$ cat src/rtl/decade_chain_ctrl_if.sv
// ---------------------------------------------------------------------------
// decade_chain_ctrl_if
// Command channel between a command source and decade_chain_ctrl.
//   cmd_valid : command present (source -> controller)
//   cmd_ready : controller can accept a command this cycle (controller -> source)
//   cmd_op    : 2'b00 START, 2'b01 STOP, 2'b10 CLEAR, 2'b11 LOAD
//   cmd_data  : packed BCD value for LOAD, digit 0 in [3:0]
// Modports: master = command source, slave = controller.
// ---------------------------------------------------------------------------
interface decade_chain_ctrl_if #(
  parameter int W = 16
);
  logic         cmd_valid;
  logic         cmd_ready;
  logic [1:0]   cmd_op;
  logic [W-1:0] cmd_data;

  modport master (
    output cmd_valid,
    output cmd_op,
    output cmd_data,
    input  cmd_ready
  );

  modport slave (
    input  cmd_valid,
    input  cmd_op,
    input  cmd_data,
    output cmd_ready
  );
endinterface

$ cat src/rtl/decade_chain_ctrl.sv
// ---------------------------------------------------------------------------
// decade_chain_ctrl
// Sequences a chain of DIGITS cascaded BCD decade counters. Commands arrive
// over a valid/ready channel; the chain advances on an external tick while
// running and stops in DONE when the post-increment value equals target.
//
// Ports:
//   CLK      : system clock, rising edge
//   RST_N    : asynchronous active-low reset
//   tick     : count-enable pulse from the prescaler
//   bus      : command channel (decade_chain_ctrl_if.slave)
//   target   : packed BCD terminal value, sampled continuously
//   digits   : registered packed BCD count
//   running  : high while in RUN
//   done     : high while in DONE
//   wrap_out : (only with DECADE_CHAIN_CTRL_WRAP_OUT_EN) one-cycle pulse after
//              an all-9s -> all-0s increment
//
// Build option: define DECADE_CHAIN_CTRL_WRAP_OUT_EN to add wrap_out.
// ---------------------------------------------------------------------------
module decade_chain_ctrl #(
  parameter  int DIGITS = 4,
  localparam int W      = 4 * DIGITS
) (
  input  logic                  CLK,
  input  logic                  RST_N,
  input  logic                  tick,
  decade_chain_ctrl_if.slave    bus,
  input  logic [W-1:0]          target,
  output logic [W-1:0]          digits,
  output logic                  running,
  output logic                  done
`ifdef DECADE_CHAIN_CTRL_WRAP_OUT_EN
  ,
  output logic                  wrap_out
`endif
);

  typedef enum logic [2:0] {
    S_IDLE  = 3'd0,
    S_RUN   = 3'd1,
    S_PAUSE = 3'd2,
    S_LOAD  = 3'd3,
    S_DONE  = 3'd4
  } state_t;

  localparam logic [1:0] OP_START = 2'b00;
  localparam logic [1:0] OP_STOP  = 2'b01;
  localparam logic [1:0] OP_CLEAR = 2'b10;
  localparam logic [1:0] OP_LOAD  = 2'b11;

  // Clamp every nibble above 9 down to 9 so the chain always holds legal BCD.
  function automatic logic [W-1:0] bcd_sanitize(input logic [W-1:0] v);
    logic [W-1:0] r;
    r = '0;
    for (int k = 0; k < DIGITS; k++) begin
      r[4*k +: 4] = (v[4*k +: 4] > 4'd9) ? 4'd9 : v[4*k +: 4];
    end
    return r;
  endfunction

  // True when every nibble is a legal decimal digit.
  function automatic logic bcd_valid(input logic [W-1:0] v);
    logic ok;
    ok = 1'b1;
    for (int k = 0; k < DIGITS; k++) begin
      if (v[4*k +: 4] > 4'd9) begin
        ok = 1'b0;
      end else begin
        ok = ok;
      end
    end
    return ok;
  endfunction

  // Ripple increment: a digit advances only while every lower digit is 9.
  function automatic logic [W-1:0] bcd_incr(input logic [W-1:0] v);
    logic [W-1:0] r;
    logic         carry;
    r     = '0;
    carry = 1'b1;
    for (int k = 0; k < DIGITS; k++) begin
      if (!carry) begin
        r[4*k +: 4] = v[4*k +: 4];
      end else if (v[4*k +: 4] == 4'd9) begin
        r[4*k +: 4] = 4'd0;
      end else begin
        r[4*k +: 4] = v[4*k +: 4] + 4'd1;
        carry       = 1'b0;
      end
    end
    return r;
  endfunction

  state_t       state_q, state_d;
  logic [W-1:0] digits_q, digits_d;
  logic         running_q, done_q, ready_q;
  logic         accept_s;
  logic [W-1:0] inc_s;
  logic         hit_s;

`ifdef DECADE_CHAIN_CTRL_WRAP_OUT_EN
  logic wrap_q, wrap_d;
  logic all9_s;
  // Chain is about to roll over from all 9s if it increments this cycle.
  assign all9_s = (digits_q == {DIGITS{4'd9}});
  assign wrap_out = wrap_q;
`endif

  assign accept_s      = bus.cmd_valid && ready_q;
  assign inc_s         = bcd_incr(digits_q);
  // A target holding a non-decimal nibble can never be matched.
  assign hit_s         = (inc_s == target) && bcd_valid(target);
  assign bus.cmd_ready = ready_q;
  assign digits        = digits_q;
  assign running       = running_q;
  assign done          = done_q;

  // Next-state and next-count logic; an accepted command pre-empts a tick.
  always_comb begin
    state_d  = state_q;
    digits_d = digits_q;
`ifdef DECADE_CHAIN_CTRL_WRAP_OUT_EN
    wrap_d   = 1'b0;
`endif
    if (accept_s) begin
      case (bus.cmd_op)
        OP_CLEAR: begin
          state_d  = S_IDLE;
          digits_d = '0;
        end
        OP_LOAD: begin
          state_d  = S_LOAD;
          digits_d = bcd_sanitize(bus.cmd_data);
        end
        OP_START: begin
          if (state_q == S_IDLE || state_q == S_PAUSE) begin
            state_d = S_RUN;
          end else begin
            state_d = state_q;
          end
        end
        OP_STOP: begin
          if (state_q == S_RUN) begin
            state_d = S_PAUSE;
          end else begin
            state_d = state_q;
          end
        end
        default: begin
          state_d = state_q;
        end
      endcase
    end else if (state_q == S_LOAD) begin
      state_d = S_IDLE;
    end else if (state_q == S_RUN && tick) begin
      digits_d = inc_s;
      state_d  = hit_s ? S_DONE : S_RUN;
`ifdef DECADE_CHAIN_CTRL_WRAP_OUT_EN
      wrap_d   = all9_s;
`endif
    end else begin
      state_d = state_q;
    end
  end

  // State, count and status flags, all registered from the next state.
  always_ff @(posedge CLK or negedge RST_N) begin
    if (!RST_N) begin
      state_q   <= S_IDLE;
      digits_q  <= '0;
      running_q <= 1'b0;
      done_q    <= 1'b0;
      ready_q   <= 1'b1;
`ifdef DECADE_CHAIN_CTRL_WRAP_OUT_EN
      wrap_q    <= 1'b0;
`endif
    end else begin
      state_q   <= state_d;
      digits_q  <= digits_d;
      running_q <= (state_d == S_RUN);
      done_q    <= (state_d == S_DONE);
      ready_q   <= (state_d != S_LOAD);
`ifdef DECADE_CHAIN_CTRL_WRAP_OUT_EN
      wrap_q    <= wrap_d;
`endif
    end
  end

endmodule

$ cat src/flat_wrapper.sv
// flat-port wrapper written by rule: the top's interface ports become plain ports
module decade_chain_ctrl_flat 
#(
  parameter  int DIGITS = 4,
  localparam int W      = 4 * DIGITS
)
  (CLK, RST_N, tick, target, digits, running, done, bus_cmd_valid, bus_cmd_op, bus_cmd_data, bus_cmd_ready);
  decade_chain_ctrl_if #(.W((16))) bus_i ();
  input  logic CLK;
  input  logic RST_N;
  input  logic tick;
  input  logic [W-1:0] target;
  output logic [W-1:0] digits;
  output logic running;
  output logic done;
  input wire logic [$bits(bus_i.cmd_valid)-1:0] bus_cmd_valid;
  input wire logic [$bits(bus_i.cmd_op)-1:0] bus_cmd_op;
  input wire logic [$bits(bus_i.cmd_data)-1:0] bus_cmd_data;
  output wire logic [$bits(bus_i.cmd_ready)-1:0] bus_cmd_ready;
  assign bus_i.cmd_valid = bus_cmd_valid;
  assign bus_i.cmd_op = bus_cmd_op;
  assign bus_i.cmd_data = bus_cmd_data;
  assign bus_cmd_ready = bus_i.cmd_ready;
  decade_chain_ctrl #(.DIGITS(DIGITS)) u_core (.CLK(CLK), .RST_N(RST_N), .tick(tick), .bus(bus_i), .target(target), .digits(digits), .running(running), .done(done));
endmodule
$ cat config.mk
export PLATFORM = sky130hd
export DESIGN_NAME = decade_chain_ctrl_flat
export DESIGN_NICKNAME = d
export VERILOG_FILES = /design/src/rtl/decade_chain_ctrl_if.sv /design/src/rtl/decade_chain_ctrl.sv /design/src/flat_wrapper.sv
export SDC_FILE = /design/constraint.sdc
export NUM_CORES = 1
export LEC_CHECK = 0
export BUFFER_PORTS_ARGS = -buffer_cell sky130_fd_sc_hd__clkbuf_2
export CAP_MARGIN = 20
export CORE_ASPECT_RATIO = 1.25
export CORE_MARGIN = 8
export CORE_UTILIZATION = 45
export CTS_CLUSTER_SIZE = 25
export DETAILED_ROUTE_END_ITERATION = 10
export PLACE_DENSITY = 0.69
export SKIP_CTS_REPAIR_TIMING = 1
export SLEW_MARGIN = 0
export SYNTH_ARGS = -nofsm -noshare
export SYNTH_HDL_FRONTEND = slang
export SYNTH_SLANG_ARGS = --single-unit
$ cat constraint.sdc
create_clock -name CLK -period 2.7 [get_ports CLK]
set_input_delay 0.27 -clock CLK [delete_from_list [all_inputs] [get_ports CLK]]
set_output_delay 0.27 -clock CLK [all_outputs]
set_load 0.01 [all_outputs]
==> run metrics <==
total internal power=1.193 mW; post-synth cell types=56; Critical Path RT=between 2 and 3 ns; worst skew pair latency=0.27 ns; fin crit share=0.9432; sw frac=0.4717; sequential cell area fraction in the yosys report=0.2674; NetSw=1.065 mW; most numerous cell on the critical path=or3_1; vias per cell=approximately 6.0; Global Route Usage Sum=0.1855; CTS tree=yes; Pwr Total=between 2 and 2.5 mW; Syn-to-layout area delta=22.62%; initial antenna violation count=0; minimum clock period=about 2.5 ns; register area=around 550 sq um; HPWL after detailed placement=5.092 mm; Startpoint Class=register; Yosys reg bits=22; Synth Cell Area=~2100 sq um; crit end category=register; Crit Path Category=register to register; Power Dens Cells=892.5 nW/um^2; CTS H-Tree Depth=1; I/O Buffers=56; Lkg Pwr=between 1 and 1.5 nW; Comb pwr share=0.613; RD Place Congestion=0.8595; Total Neg Setup Slack=0 ns; Die Wd=76.57 microns; share of cells above drive strength 1=0.2755; clk buf depth=2; maximum VDD drop=0.4479 mV; CP max-delay cell=dfrtp_2; first-pass GRT wire length=about 11 mm; Cell Chain, Critical Path=inv_1, ha_1, and3b_2, or3_1, a21o_1, and4b_1, and4_4, a31oi_4, inv_2, or3_1; clock sink total=22; WHS=-0.02881 ns; Antenna diodes=0; Mapped Cells=around 260; failing checks=hold timing; Post-DP Area=approximately 2400 sq um; Seq pwr share=0.278; reg2reg path depth=10; min-delay worst type=primary input to asynchronous set/reset pin; Initial Util=0.4662; drt first pass iters=4; Final Hold Vio Count=21; wire per inst=16.96 microns; number of global-route vias before repair=around 2200; largest net degree at the start of global routing=23; WP data arrival=2.74 ns; IO Pins=57; Clk pwr share=0.109; max-slew violation count=0; antenna viol nets, final=0; DRC=0; slew margin rel.=0.6215; ys flop type=dfrtp_1; worst slew pin tran=0.5677 ns; Ys Warns=0; Initial DRC Count=around 170; total wire length=roughly 6.5 mm; area of the multi-input gates=1411 sq um; Synthesized Nets=305; outcome=finished with violations; CP max FO=10; Fmax=around 390 MHz; die area=between 7000 and 8000 sq um; row cnt=27; die height=91.71 microns; Setup-failing EPs final=0; Core Area=4425 sq um; EDFF count, synth=0; layout net count=~370; via count=~2300; Reg clk slew, reported paths=0.09 ns; grt ovf=0; CTS buffer count=3; Mapped Avg Cell Area=7.905 sq um; Design Area, Final=around 2500 sq um; RSZ-0062 raised after global routing=false; crit-path max cell delay=around 0.4 ns; Worst Skew=about 0.0057 ns; CTS Root Cell=clkbuf_8; maxcap violations=0; Post-synth ARST share=1.000; Layout fillers=425
state kept, by name, indices dropped and copies added, names as in the netlist:
signal	cells
u_core.bus.cmd_ready	1
u_core.digits	16
u_core.running	1
u_core.state_q	3
u_core.done	1
synthesized netlist by cell type (4+ instances only):
cell type	count	area (sq um)
nor4_1	4	25.02
xor2_1	5	43.79
nand2b_1	4	25.02
inv_1	9	33.78
or3_1	5	31.28
buf_4	4	30.03
nand3_1	5	25.02
dfrtp_1	21	525.5
and3b_1	4	35.03
a211oi_1	4	30.03
o21a_1	7	52.55
and2_1	7	43.79
o21ai_0	25	125.1
a31oi_1	6	37.54
nor3_1	9	45.04
nor2_1	25	93.84
ha_1	6	75.07
a21oi_1	19	95.09
and3_1	4	25.02
nand2_1	20	75.07
clkbuf_1	6	22.52
cells by family after synthesis:
| family | after synthesis | share of synthesized area |
|---|---|---|
| DFF | 22 | 0.2674 |
| buffers and inverters | 24 | 0.05639 |
| adders and majority gates | 6 | 0.03638 |
| AOI/OAI and AO/OA | 91 | 0.2881 |
| xor gates and xnor gates | 8 | 0.03396 |
| and+or+nand+nor | 107 | 0.3032 |
| muxes | 3 | 0.01455 |
power by group through the flow:
| stage | Clock [mW] | Combinational (mW) | Sequential, mW |
|---|---|---|---|
| floorplan | 0 | 0.863 | 0.668 |
| global placement | 0 | 1.35 | 0.625 |
| detailed placement | 0 | 1.36 | 0.631 |
| CTS | 0.252 | 1.37 | 0.624 |
| global route | 0.265 | 1.54 | 0.652 |
| finish | 0.246 | 1.38 | 0.627 |
worst paths after layout:
kind | startpoint | to | slack [ns]
min in group CLK | bus_cmd_data[10] | u_core.digits[10] | 0.24
setup reg to reg | u_core.digits[5] | u_core.bus.cmd_ready | 0.15
max in group asynchronous | RST_N | u_core.digits[5] | 2.32
setup / recovery | u_core.digits[5] | u_core.bus.cmd_ready | 0.15
hold / removal | RST_N | u_core.digits[7] | -0.03
hold reg to reg | u_core.digits[11] | u_core.digits[11] | 0.63
layout make-up:
class / instances / area share
Clock buffer: 4 / 0.02176
Sequential cell: 22 / 0.2186
Tap cell: 58 / 0.02868
Multi-Input combinational cell: 215 / 0.5579
Timing Repair Buffer: 72 / 0.1583
Inverter: 10 / 0.01484
layout by cell type, fill, tap and decap left out, types with 5 or more instances in the layout:
cell,count
nor2_1,25
ha_1,6
buf_4,16
xor2_1,5
inv_1,9
nor3_1,9
o21a_1,7
clkbuf_2,56
a31oi_1,6
and2_1,7
o21ai_0,25
dfrtp_1,20
a21oi_1,19
or3_1,5
nand2_1,20
nand3_1,5
routing by layer:
layer  routed length (microns)  GRT usage  share of wire
met1                      2568     0.2135           0.40
met2                      3224     0.3171           0.50
met3                       422    0.03809          0.065
met4                       248    0.09646          0.038
met5                         0          0              0
metrics by stage:
step | setup WS [ns] | std cells | utilization | hold slack [ns]
after floorplan | 0.2333 | 261 | - | -0.02559
after global routing | 0.03581 | 381 | 0.5717 | 0.01849
after global placement | 0.1735 | 374 | 0.5502 | 0.2969
after CTS | -0.04153 | 378 | 0.5626 | 0.0002881
after detailed placement | -0.01636 | 374 | 0.5502 | 0.2939
final | 0.1534 | 381 | 0.5717 | -0.02881
worst max-delay path: cells and delay by family, from the launching register on:
| kind | cells | cell delay, ns |
|---|---|---|
| AND/OR/NAND/NOR | 5 | 1.33 |
| adder cells (fa/ha/maj) | 1 | 0.23 |
| AO/OA/AOI/OAI | 2 | 0.34 |
| buffers and inverters | 2 | 0.15 |
| flip-flops | 1 | 0.41 |
Note: power is estimated with default switching activity, not from simulation.
